**src/rtl/demux_buf.sv**
```systemverilog
// -----------------------------------------------------------------------------
// demux_buf -- registered 1:8 demultiplexer with valid/ready handshakes.
//
// A single producer stream of W-bit words, each tagged with a 3-bit channel
// select, is routed into eight independent one-entry holding registers. Each
// register drains to its own consumer, so a stall on one channel only blocks
// producer beats aimed at that channel and never blocks pops on the others.
//
// Build option:
//   AUTO_SEL_EN  when defined, an internal 3-bit round-robin counter supplies
//                the destination (advancing on every accept, holding on stall)
//                and in_sel is ignored. When undefined, cur_sel = in_sel and
//                no counter is built. The port list is the same in both builds.
//
// Parameters:
//   W          data width per word and per channel (default 4)
//
// Ports:
//   clk        single clock, rising-edge
//   rst_n      asynchronous active-low reset
//   in_valid   producer presents a word on in_data / in_sel
//   in_ready   block accepts the word this cycle (combinational)
//   in_data    word to route                              [W-1:0]
//   in_sel     destination channel 0..7                   [2:0]
//   out_valid  bit k: channel k holding register is full  [7:0]
//   out_ready  bit k: consumer k takes its word this cycle [7:0]
//   out_data   channel k word on bits [W*k +: W]          [8*W-1:0]
//   cur_sel    effective destination of the current beat  [2:0]
// -----------------------------------------------------------------------------
module demux_buf #(
    parameter int W = 4
) (
    input  logic           clk,
    input  logic           rst_n,
    input  logic           in_valid,
    output logic           in_ready,
    input  logic [W-1:0]   in_data,
    input  logic [2:0]     in_sel,
    output logic [7:0]     out_valid,
    input  logic [7:0]     out_ready,
    output logic [8*W-1:0] out_data,
    output logic [2:0]     cur_sel
);

    // Per-channel full flags gathered into one vector for select indexing.
    logic [7:0] full_vec;
    logic       accept;

    // -------------------------------------------------------------------------
    // Effective select
    // -------------------------------------------------------------------------
`ifdef AUTO_SEL_EN
    logic [2:0] sel_cnt_q;
    logic [2:0] sel_cnt_d;
    logic       unused_in_sel;

    // in_sel is deliberately ignored in this build.
    assign unused_in_sel = ^in_sel;

    // Advance only on an accepted beat; a stalled beat keeps pointing at the
    // same channel until that channel drains.
    always_comb begin
        sel_cnt_d = sel_cnt_q;
        if (accept) begin
            sel_cnt_d = sel_cnt_q + 3'd1;
        end
    end

    always_ff @(posedge clk or negedge rst_n) begin
        if (!rst_n) begin
            sel_cnt_q <= 3'd0;
        end else begin
            sel_cnt_q <= sel_cnt_d;
        end
    end

    assign cur_sel = sel_cnt_q;
`else
    assign cur_sel = in_sel;
`endif

    // -------------------------------------------------------------------------
    // Input handshake
    // -------------------------------------------------------------------------
    // A full channel can still take a new word when its consumer pops in the
    // same cycle, which gives back-to-back throughput with one entry per
    // channel. rst_n gates ready so that no beat is accepted while in reset.
    assign in_ready = rst_n & (~full_vec[cur_sel] | out_ready[cur_sel]);
    assign accept   = in_valid & in_ready;

    // -------------------------------------------------------------------------
    // Holding registers, one per channel
    // -------------------------------------------------------------------------
    for (genvar gi = 0; gi < 8; gi++) begin : g_ch
        logic         full_q;
        logic         full_d;
        logic [W-1:0] data_q;
        logic [W-1:0] data_d;
        logic         load;
        logic         pop;

        assign load = accept & (cur_sel == 3'(gi));
        assign pop  = full_q & out_ready[gi];

        // A load wins over a pop: the old word leaves and the new one enters
        // on the same edge, so the flag stays set. On a plain pop the data
        // register keeps its last value; only the flag clears.
        always_comb begin
            full_d = full_q;
            data_d = data_q;
            if (load) begin
                full_d = 1'b1;
                data_d = in_data;
            end else if (pop) begin
                full_d = 1'b0;
            end
        end

        always_ff @(posedge clk or negedge rst_n) begin
            if (!rst_n) begin
                full_q <= 1'b0;
                data_q <= '0;
            end else begin
                full_q <= full_d;
                data_q <= data_d;
            end
        end

        assign full_vec[gi]        = full_q;
        assign out_valid[gi]       = full_q;
        assign out_data[W*gi +: W] = data_q;
    end

endmodule
```
**config.mk**
```make
export PLATFORM = sky130hd
export DESIGN_NAME = demux_buf
export DESIGN_NICKNAME = d
export VERILOG_FILES = /design/src/rtl/demux_buf.sv
export SDC_FILE = /design/constraint.sdc
export NUM_CORES = 1
export LEC_CHECK = 0
export ABC_AREA = 1
export BUFFER_PORTS_ARGS = -buffer_cell sky130_fd_sc_hd__buf_2
export CORE_ASPECT_RATIO = 1.1
export CORE_MARGIN = 2
export CORE_UTILIZATION = 40
export DETAILED_ROUTE_END_ITERATION = 12
export PLACE_DENSITY = 0.64
export SETUP_SLACK_MARGIN = 0.5
export SLEW_MARGIN = 20
export SYNTH_ARGS = -nofsm -noshare
export SYNTH_HDL_FRONTEND = slang
export SYNTH_SLANG_ARGS = --single-unit
```
**constraint.sdc**
```tcl
create_clock -name clk -period 1.9 [get_ports clk]
set_clock_uncertainty 0.2 [all_clocks]
set_input_delay 0.19 -clock clk [delete_from_list [all_inputs] [get_ports clk]]
set_output_delay 0.19 -clock clk [all_outputs]
set_load 0.01 [all_outputs]
```
### After elaboration in Yosys (flattened, before gate mapping)

Cells that the tools add are included.

* register bits: 40
* output and inout bits: 44
* word-level logic and storage cells: 73

* magnitude comparators: 1
* equality and inequality tests: 7
* muxes and demuxes: 20
* bitwise operators: 20
* reduce and logical (&&, ||, !) cells: 9

Operator list (count)
* $and A1 B1 Y1: 18
* $mux W1: 18
* $reduce_bool A2 Y1: 8
* $eq A3 B3 Y1 const B: 4
* $bmux W1 S3: 2
* $eq A3 B2 Y1 const B: 2
* $lt A3 B4 Y1 const B: 1
* $eq A3 B1 Y1 const B: 1
* $logic_not A3 Y1: 1
* $not A1 Y1: 1
* $or A1 B1 Y1: 1

### Logic depth before layout (Yosys ltp)

Gate-level depths: netlist of the first run.

* depth after elaboration: 8
* depth in mapped cells: 11
* depth with buffers taken out: 10

### Worst setup path after synthesis of the first run

Ideal clock, no wire load.

* kind: register to register
* start: register g_ch[1].full_q
* end: register g_ch[0].data_q[0]
* data arrival time: 1.175 ns
* required time: 1.583 ns
* path slack: 0.408 ns
* stages on the path, launching flop included: 9
* path buffers: 0
* period minus slack after synthesis: 1.492 ns
* cell sequence: dfrtp_1 nand2_1 o21ai_1 nand2_1 nand2_2 a21oi_4 nand4_2 nand2_1 nand2_1

* longest elaborated chain between the ends: 7

RTL lines
* from (decl): line 95 `logic full_q;`
* from (signal assigned): line 124 `full_q <= full_d;`
* $bmux W1 S3: line 88 `assign in_ready = rst_n & (~full_vec[cur_sel] | out_ready[cur_sel]);`
* $mux W1 (not written as such): line 88
* $not A1 Y1: line 88
* $or A1 B1 Y1: line 88
* $and A1 B1 Y1: line 88
* $and A1 B1 Y1: line 89 `assign accept = in_valid & in_ready;`
* $and A1 B1 Y1: line 102 `assign load = accept & (cur_sel == 3'(gi));`
* to (signal assigned): line 125 `data_q <= data_d;`
* to (decl): line 97 `logic [W-1:0] data_q;`

No other way between the ends. The select of a mux whose other input is x is not followed.
A chain may end at the register's enable or synchronous reset.

### Final worst setup path of the first run

* start: register g_ch[4].full_q
* end: output port in_ready

* longest elaborated chain between the ends: 5

RTL lines
* from (decl): line 95
* from (signal assigned): line 124
* $bmux W1 S3: line 88
* $mux W1 (not written as such): line 88
* $not A1 Y1: line 88
* $or A1 B1 Y1: line 88
* $and A1 B1 Y1: line 88
* to (decl): line 36 `output logic in_ready,`

No other way between the ends. The select of a mux whose other input is x is not followed.

==> impl_metrics.py, run 1 <==
metrics = {
    "timing": {
        "drv_slew": 0,
        "relSlewSlack": 0.558,
        "fin_crit_ps": 1780,
        "fmax_ghz": 0.561,
        "setup_viol": 0,
        "finalHoldViolCount": 0,
        "period_share": 0.939,
        "rsz0062_at_grt": "true",
        "worst_pin_slew_ps": 663,
    },
    "worst_setup_path": {
        "r2r_setup_slack_ps": 140,
        "worstSetupEndpointType": "output pin",
        "cp.required_ps": 1510,
        "worstRegToRegCells": 10,
        "r2r-end": "g_ch[5].data_q[1]$_DFFE_PN0P_",
        "r2r_start": "g_ch[0].full_q$_DFFE_PN0P_",
        "cp-startpoint": "g_ch[4].full_q$_DFFE_PN0P_",
        "worst_ep_arrival_time_ps": 1390,
        "critPathKind": "reg -> out",
        "crit_fanout": 2,
        "start_kind": "flip-flop",
    },
    "clocking": {
        "numCtsBuffers": 5,
        "root_buffer": "clkbuf_8",
        "clkSlewWorstSetupHoldPaths_ps": 80,
        "cts.path.max_buffers": 2,
        "clock_sinks": 40,
        "htreeDepth": 2,
        "clk-insertion-delay-late_ps": 290,
        "cts_tree": "built",
    },
    "drt": {
        "viasPerCell": 5.16,
        "ant_nets": 0,
        "drt_iter0_markers": 159,
        "drt_pass1_iterations": 6,
        "wire_per_inst_microns": 15.2,
        "routed_wl_mm": 5.85,
        "route.vias.total": 1988,
        "drc": 0,
    },
    "floorplanning": {
        "die_h_microns": 79.1,
        "core-area_sq_um": 4970,
        "pin_count": 62,
        "die_w_microns": 72.3,
        "num_rows": 27,
        "start_util": 0.413,
        "dieArea_sq_um": 5710,
    },
    "place": {
        "dp_hpwl_mm": 3.75,
        "portBuffers": 61,
        "gp_congestion": 0.807,
        "placed_area_sq_um": 2460,
    },
    "cells_and_area": {
        "area_delta_synth_final_pct": 38.9,
        "finalCoreUtilization": 0.573,
        "layout_common_cells": "74 x nand2_1, 60 x buf_2, 40 x dfrtp_1",
        "antenna_cells": 0,
        "drive_above_1_share": 0.416,
        "final_area_sq_um": 2850,
        "num-nets-final": 344,
        "fillCellCount": 454,
        "layout_commonest_cell": "nand2_1",
    },
    "synthesis": {
        "synth_nets": 258,
        "synthesis.area_sq_um": 2050,
        "yosysWarnings": 0,
        "synth_cell_types": 18,
        "syn-instance-count": 240,
        "syn_area_per_cell_sq_um": 8.54,
        "yosysTopAreaCell": "dfrtp_1",
        "ys_ff_latch": 40,
        "seq_area_frac_synth": 0.488,
        "synth_top_cell_area_share": 0.488,
        "synth_area_leaders": "dfrtp_1 49%, nand2_1 15%, nand4_1 10%",
    },
    "min_path": {
        "min_path_type": "in -> reg",
        "hold_depth": 3,
        "min_from": "in_data[3]",
        "hold_path_end": "g_ch[5].data_q[3]$_DFFE_PN0P_",
    },
    "run_status": {
        "status": "complete, no violations",
    },
    "global_route": {
        "grt_pass1_wl_mm": 9.52,
        "track_usage": 0.216,
        "grt_pass1_vias": 1991,
        "antenna_found_initial": 0,
        "grt_overflow": 0,
        "grt_max_degree": 40,
    },
    "pwr": {
        "power.leakage_nw": 1.50,
        "power_density_nw_per_um2": 855,
        "p_total_mw": 2.43,
        "peakVddDrop_v": 0.000439,
    },
    "flow_run": {
        "cap_viol_max_count": 0,
    },
}
==> worst max-delay path, stage by stage, from the launching register on <==
cell and delay (ps):
dfrtp_1 340, inv_1 50, o21ai_1 100, nand2_1 80
nand2_2 80, nand2_2 70, nor2_4 190, nor2_4 70
buf_6 120
==> cells in the mapped netlist <==
master and count:
a21oi_4 1, buf_2 4, buf_4 11, buf_6 4, clkbuf_1 4, dfrtp_1 40
inv_1 13, inv_2 3, nand2_1 84, nand2_2 5, nand3_1 2, nand3_2 2
nand4_1 33, nand4_2 8, nor2_1 11, nor2_2 3, nor2_4 1, o21ai_1 11
==> routing by layer <==
layer  track usage  part of all wire  vias to the layer above
met1         0.279              0.43                      938
met4        0.0849             0.016                        0
met2         0.358              0.50                       80
met3        0.0381             0.055                        8
met5             0                 0                        -
li1              -                 -                      962
==> worst max-delay path by stage <==
stage                                         end  slack [ps]  cells past startpoint
floorplan           g_ch[0].data_q[0]$_DFFE_PN0P_         420                      8
global route           g_ch[5].full_q$_DFFE_PN0P_          10                      7
global placement                         in_ready        -120                     10
CTS                                      in_ready         120                      8
detailed placement                       in_ready        -180                      8
finish                                   in_ready         120                      8
==> sequential cells by signal, summed over array words and instances (netlist names) <==
| name | flops |
|---|---|
| g_ch.data_q | 32 |
| g_ch.full_q | 8 |
==> where the power goes <==
group | internal (mW) | switching, mW
Combinational | 0.271 | 0.377
Sequential | 1.01 | 0.0910
Clock | 0.390 | 0.296
Total | 1.67 | 0.763
==> cell families (layout without fill, tap and decap cells) <==
group           count (synthesis)  count (layout)  share of synthesized area
compound gates                 12              12                     0.0348
flops                          40              40                      0.488
buf+inv                        39             125                      0.109
simple gates                  149             150                      0.368
==> through the flow <==
stage / setup WS [ps] / hold slack [ps] / setup TNS (ps) / instances
after floorplan: 423 / -306 / 0 / 240
after global placement: -117 / -186 / -765 / 361
after detailed placement: -175 / -186 / -2600 / 361
after CTS: 118 / 39.3 / 0 / 384
after global routing: 11.5 / 51.3 / 0 / 385
final: 117 / 45.8 / 0 / 385
==> cell type report <==
cell class              count  area [sq um]  share of cell area
well taps                  58          72.6              0.0255
flip-flops and latches     40          1000               0.351
multi-input cells         162           945               0.332
clock inverters             2          35.0              0.0123
inverters                  16          60.1              0.0211
clock buffers               6          72.6              0.0255
repair buffers            101           662               0.232
==> timing repair <==
item	in CTS	in global routing
pin swaps	3	7
hold buffers	9	0
buffers inserted	5	1
gates resized for setup	16	12
gates cloned	1	0
setup endpoints to repair	41	41
endpoints found under the hold margin	48	0
(Power assumes the default switching activity.)
==> inputs of run 2 (changes only) <==
CELL_PAD_IN_SITES_DETAIL_PLACEMENT = 0   (was default)
CELL_PAD_IN_SITES_GLOBAL_PLACEMENT = 1   (was default)
CORE_MARGIN = 4   (was 2)
CORE_UTILIZATION = 37   (was 40)
GPL_TIMING_DRIVEN = 0   (was default)
PLACE_DENSITY = 0.78   (was 0.64)
==> run 2 against run 1 <==
  * The flow now finishes with violations (negative hold slack)
  * Core utilization shrank 4.0 points
  * Combinational power shrank 1%
  * Final area grew 0.44%
  * Worst hold slack lost 360 ps
  * Register-to-register slack gained 40 ps
  * First-iteration DRC count shrank 39%
==> impl_metrics.py, run 2 (same netlist as run 1, synthesis figures left out) <==
metrics = {
    "run_status": {
        "status": "finished with violations",
        "violations": "negative hold slack",
    },
    "timing": {
        "period_share": 0.957,
        "finalHoldViolCount": 40,
        "worst_pin_slew_ps": 545,
        "holdWs_ps": -319,
        "finalSetupTns_ps": 0,
        "setup_viol": 0,
        "relSlewSlack": 0.637,
        "fmax_ghz": 0.550,
        "drv_slew": 0,
        "rsz0062_at_grt": "true",
        "fin_crit_ps": 1820,
    },
    "drt": {
        "ant_nets": 0,
        "route.vias.total": 1918,
        "wire_per_inst_microns": 14.2,
        "drt_iter0_markers": 97,
        "viasPerCell": 4.86,
        "drt_pass1_iterations": 4,
        "drc": 0,
        "routed_wl_mm": 5.61,
    },
    "cells_and_area": {
        "num-nets-final": 340,
        "layout_commonest_cell": "nand2_1",
        "fillCellCount": 512,
        "drive_above_1_share": 0.434,
        "reg.largest.list": "g_ch.data_q x32, g_ch.full_q x8",
        "layout_common_cells": "70 x nand2_1, 55 x buf_2, 40 x dfrtp_1",
        "largest_register": "g_ch.data_q",
        "largest_register_ff_count": 32,
        "antenna_cells": 0,
        "area_delta_synth_final_pct": 39.6,
    },
    "worst_setup_path": {
        "worstRegToRegCells": 10,
        "cp.required_ps": 1510,
        "crit_end": "in_ready",
        "crit_fanout": 2,
        "r2r_start": "g_ch[1].full_q$_DFFE_PN0P_",
        "worst_ep_arrival_time_ps": 1430,
        "worstSetupEndpointType": "output pin",
        "start_kind": "flip-flop",
        "cp-startpoint": "g_ch[4].full_q$_DFFE_PN0P_",
        "r2r-end": "g_ch[0].data_q[3]$_DFFE_PN0P_",
        "critPathKind": "reg -> out",
        "r2r_setup_slack_ps": 180,
    },
    "pwr": {
        "power.leakage_nw": 1.47,
        "power_density_nw_per_um2": 788,
        "p_total_mw": 2.25,
        "peakVddDrop_v": 0.000386,
    },
    "place": {
        "gp_congestion": 0.788,
        "portBuffers": 56,
        "dp_hpwl_mm": 3.92,
    },
    "floorplanning": {
        "start_util": 0.382,
        "die_w_microns": 79.0,
        "core-area_sq_um": 5360,
        "pin_count": 62,
        "num_rows": 28,
        "die_h_microns": 86.1,
        "dieArea_sq_um": 6790,
    },
    "global_route": {
        "grt_max_degree": 43,
        "antenna_found_initial": 0,
        "track_usage": 0.175,
        "grt_overflow": 0,
        "grt_pass1_wl_mm": 9.20,
        "grt_pass1_vias": 1897,
    },
    "clocking": {
        "clock_sinks": 40,
        "numCtsBuffers": 5,
        "clk-insertion-delay-late_ps": 290,
        "cts.path.max_buffers": 2,
        "hold_buffers": 8,
        "clkSlewWorstSetupHoldPaths_ps": 70,
        "htreeDepth": 2,
        "root_buffer": "clkbuf_8",
        "cts_tree": "built",
    },
    "min_path": {
        "min_path_type": "in -> async",
    },
    "flow_run": {
        "cap_viol_max_count": 0,
    },
}
[run 2: cell types whose count changed in the layout (fill, tap and decap cells not counted), sizes merged]
cell	before	now
bufinv	1	0
clkbuf	6	9
nor2	16	15
buf	92	86
clkinv	1	0
dlygate4sd3	9	8
[run 2: worst min path at each step]
stage	startpoint	to	slack, ps	cells past startpoint
after CTS	rst_n	g_ch[5].full_q$_DFFE_PN0P_	-300	1
after global routing	rst_n	g_ch[0].full_q$_DFFE_PN0P_	-270	1
final	rst_n	g_ch[1].full_q$_DFFE_PN0P_	-320	1
after floorplan	rst_n	g_ch[0].data_q[0]$_DFFE_PN0P_	-310	0
after global placement	out_ready[5]	g_ch[5].full_q$_DFFE_PN0P_	180	2
after detailed placement	out_ready[5]	g_ch[5].full_q$_DFFE_PN0P_	180	2
[run 2: metrics by stage]
stage	hold slack (ps)	setup WS (ps)	instances	utilization	instance area, sq um
final	-319	82.2	395	0.534	2860
after global routing	-274	-4.98	395	0.534	2860
after CTS	-295	64.9	392	0.512	2750
after detailed placement	179	-343	371	0.453	2430
after global placement	183	-310	371	0.453	2430
after floorplan	-306	423	240	-	2050
[run 2: final cells by class]
class	instances	area, sq um	share of cell area
Timing Repair Buffer	75	494	0.173
Sequential cell	40	1000	0.350
Inverter	16	60.1	0.0210
Buffer	23	170	0.0595
Clock buffer	5	68.8	0.0241
Multi-Input combinational cell	161	972	0.340
Tap cell	75	93.8	0.0328
[run 2: critical path, cell delays in order, from the launching register on]
cell	delay, ps
dfrtp_1	360
inv_2	50
o21ai_2	100
nand2_1	70
nand2_2	60
nand2_1	60
nor2_2	150
nor2_4	60
buf_6	120
buf_6	110
[run 2: metal layers]
layer	vias to the layer above	share of wire	GRT usage
met4	0	0.0084	0.0578
met1	914	0.45	0.229
met2	43	0.49	0.287
met3	4	0.047	0.0378
li1	957	-	-
met5	-	0	0
[run 2: repair_timing]
| action | in CTS | in global routing |
|---|---|---|
| pin swaps | 5 | 9 |
| resized for setup | 16 | 29 |
| setup buffers | 8 | 3 |
| setup endpoints to repair | 41 | 43 |
| endpoints found under the hold margin | 48 | 40 |
[run 2: report_power, final]
group / total (mW) / internal [mW] / switching (mW) / leakage, nW
Sequential: 1.10 / 1.01 / 0.0917 / 0.517
Clock: 0.511 / 0.237 / 0.274 / 0.0359
Combinational: 0.641 / 0.275 / 0.366 / 0.918
Total: 2.25 / 1.52 / 0.732 / 1.47
==> inputs of run 3 (changes only) <==
--- a/config.mk
+++ b/config.mk
@@ -7,3 +7,2 @@
 export LEC_CHECK = 0
-export ABC_AREA = 1
 export BUFFER_PORTS_ARGS = -buffer_cell sky130_fd_sc_hd__buf_2
@@ -12,4 +11,4 @@
 export CORE_ASPECT_RATIO = 1.1
-export CORE_MARGIN = 4
-export CORE_UTILIZATION = 37
+export CORE_MARGIN = 2
+export CORE_UTILIZATION = 39
 export DETAILED_ROUTE_END_ITERATION = 12
==> constraint.sdc (replaced) <==
create_clock -name clk -period 1.9 [get_ports clk]
set_clock_uncertainty 0.2 [all_clocks]
set_input_delay 0.57 -clock clk [delete_from_list [all_inputs] [get_ports clk]]
set_output_delay 0.57 -clock clk [all_outputs]
set_load 0.01 [all_outputs]
==> run 3 against run 2 <==
  * Core utilization up 14 points
  * Clock-buffer cell count grew 2
  * Critical endpoint unchanged
  * Synthesized area shrank 11%
  * The flow finishes with violations (negative hold slack, negative setup slack)
==> impl_metrics.py, run 3 <==
metrics = {
    "cells_and_area": {
        "reg.largest.list": "g_ch.data_q x32, g_ch.full_q x8",
        "drive_above_1_share": 0.726,
        "largest_register_ff_count": 32,
        "final_area_sq_um": 3070,
        "largest_register": "g_ch.data_q",
        "fin_cells": 290,
        "layout_common_cells": "40 x buf_6, 40 x dfrtp_1, 40 x buf_2",
        "area_delta_synth_final_pct": 69.0,
        "num-nets-final": 252,
        "finalCoreUtilization": 0.673,
        "antenna_cells": 0,
    },
    "worst_setup_path": {
        "worstSetupEndpointType": "output pin",
        "critPathSlowestCell": "or3b_1",
        "critPathKind": "in -> out",
        "critPathTopFamily": "compound AO/OA/AOI/OAI gates",
        "start_kind": "input pin",
        "path_cells": "buf_8 > buf_12 > or3b_1 > a21o_1 > a32o_2 > buf_6",
        "worst_ep_arrival_time_ps": 1650,
        "slowest_delay_ps": 340,
        "cp.required_ps": 1130,
        "crit_fanout": 4,
        "path_buf_inv": 3,
    },
    "drt": {
        "ant_nets": 0,
        "route.vias.total": 1409,
        "routed_wl_mm": 4.71,
        "drc": 0,
        "drt_iter0_markers": 28,
        "wire_per_inst_microns": 16.3,
        "viasPerCell": 4.86,
        "drt_pass1_iterations": 4,
    },
    "clocking": {
        "clk-insertion-delay-late_ps": 290,
        "cts.path.max_buffers": 2,
        "clock_sinks": 40,
        "root_buffer": "clkbuf_8",
        "htreeDepth": 2,
        "numCtsBuffers": 5,
        "cts_tree": "built",
        "clkSlewWorstSetupHoldPaths_ps": 70,
    },
    "timing": {
        "drv_slew": 0,
        "rsz0062_at_grt": "true",
        "fmax_ghz": 0.414,
        "finalSetupTns_ps": -847,
        "worst_pin_slew_ps": 373,
        "setup_viol": 9,
        "holdWs_ps": -114,
        "finalHoldViolCount": 18,
        "fin_crit_ps": 2420,
        "period_share": 1.27,
        "relSlewSlack": 0.751,
        "fin_ws_ps": -518,
    },
    "pwr": {
        "power.leakage_nw": 1.54,
        "peakVddDrop_v": 0.000730,
        "p_total_mw": 2.63,
        "power_density_nw_per_um2": 858,
    },
    "synthesis": {
        "synth_top_cell_area_share": 0.552,
        "synthesis.area_sq_um": 1810,
        "synth_area_leaders": "dfrtp_1 55%, mux2_2 17%, buf_4 5.0%",
        "synth_common_cells": "40 x dfrtp_1, 28 x mux2_2, 12 x buf_4, 7 x nor2b_1, 6 x or2_2",
        "ys.flop_type": "dfrtp_1",
        "yosysTopAreaCell": "dfrtp_1",
        "yosysWarnings": 0,
        "syn_area_per_cell_sq_um": 14.1,
        "yosysMostFrequentCell": "dfrtp_1",
        "synthArstFlopShare": 1.00,
        "synth_edf_count": 0,
        "synth_nets": 147,
        "seq_area_frac_synth": 0.552,
        "synth_cell_types": 25,
        "syn-instance-count": 129,
        "ys_ff_latch": 40,
    },
    "place": {
        "placed_area_sq_um": 2330,
        "place_inst": 245,
        "gp_congestion": 0.715,
        "portBuffers": 60,
        "dp_hpwl_mm": 3.04,
        "dp_worst_setup_slack_ps": -1190,
    },
    "global_route": {
        "grt_max_degree": 24,
        "antenna_found_initial": 0,
        "track_usage": 0.190,
        "grt_pass1_vias": 1426,
        "grt_overflow": 0,
        "grt_pass1_wl_mm": 7.61,
    },
    "floorplanning": {
        "dieArea_sq_um": 5210,
        "start_util": 0.398,
        "die_w_microns": 69.0,
        "pin_count": 62,
        "num_rows": 26,
        "die_h_microns": 75.5,
        "core-area_sq_um": 4550,
    },
    "run_status": {
        "status": "finished with violations",
        "violations": "negative hold slack, negative setup slack",
    },
    "min_path": {
        "min_path_type": "in -> async",
    },
    "flow_run": {
        "cap_viol_max_count": 0,
    },
}
-- run 3: kinds of logic (layout without fill, tap and decap cells) --
kind of cell,Yosys count,count (layout),share of synthesized area
AO/OA/AOI/OAI,5,5,0.0221
buffers and inverters,16,121,0.0628
flip-flops,40,40,0.552
multiplexers,32,32,0.207
AND/OR/NAND/NOR,36,36,0.157
-- run 3: power breakdown --
group	switching [mW]	internal, mW
sequential	0.0986	1.02
combinational	0.327	0.585
clock	0.280	0.323
total	0.706	1.93
-- run 3: layout make-up --
class | count | area, sq um
inverters | 2 | 7.51
fillers | 328 | 1490
multi-input cells | 73 | 891
repair buffers | 98 | 826
flip-flops and latches | 40 | 1000
well taps | 56 | 70.1
clock buffers | 7 | 96.3
plain buffers | 14 | 175
-- run 3: path summary, 6_finish.rpt --
path / startpoint / end / slack [ps] / cells past startpoint
worst max register to register: g_ch[1].full_q$_DFFE_PN0P_ / g_ch[1].data_q[1]$_DFFE_PN0P_ / 190 / 4
min in group clk: g_ch[5].data_q[2]$_DFFE_PN0P_ / g_ch[5].data_q[2]$_DFFE_PN0P_ / 310 / 1
worst min register to register: g_ch[5].data_q[2]$_DFFE_PN0P_ / g_ch[5].data_q[2]$_DFFE_PN0P_ / 310 / 1
worst min-delay path: rst_n / g_ch[3].data_q[3]$_DFFE_PN0P_ / -110 / 1
worst max-delay path: in_sel[1] / in_ready / -520 / 6
max in group asynchronous: rst_n / g_ch[0].data_q[2]$_DFFE_PN0P_ / 1340 / 1
-- run 3: timing repair --
item / in CTS / in global routing
gates resized for setup: 67 / 11
pin swaps: 6 / 7
cloned: 1 / 0
setup buffers: 21 / 16
endpoints found under the hold margin: 18 / 18
endpoints found under the setup margin: 84 / 84
-- run 3: per-layer routing --
metal,vias up,global-route usage,part of all wire
met5,-,0,0
met4,0,0.0545,0.017
met3,7,0.0529,0.060
met2,48,0.310,0.49
met1,704,0.253,0.43
li1,650,-,-
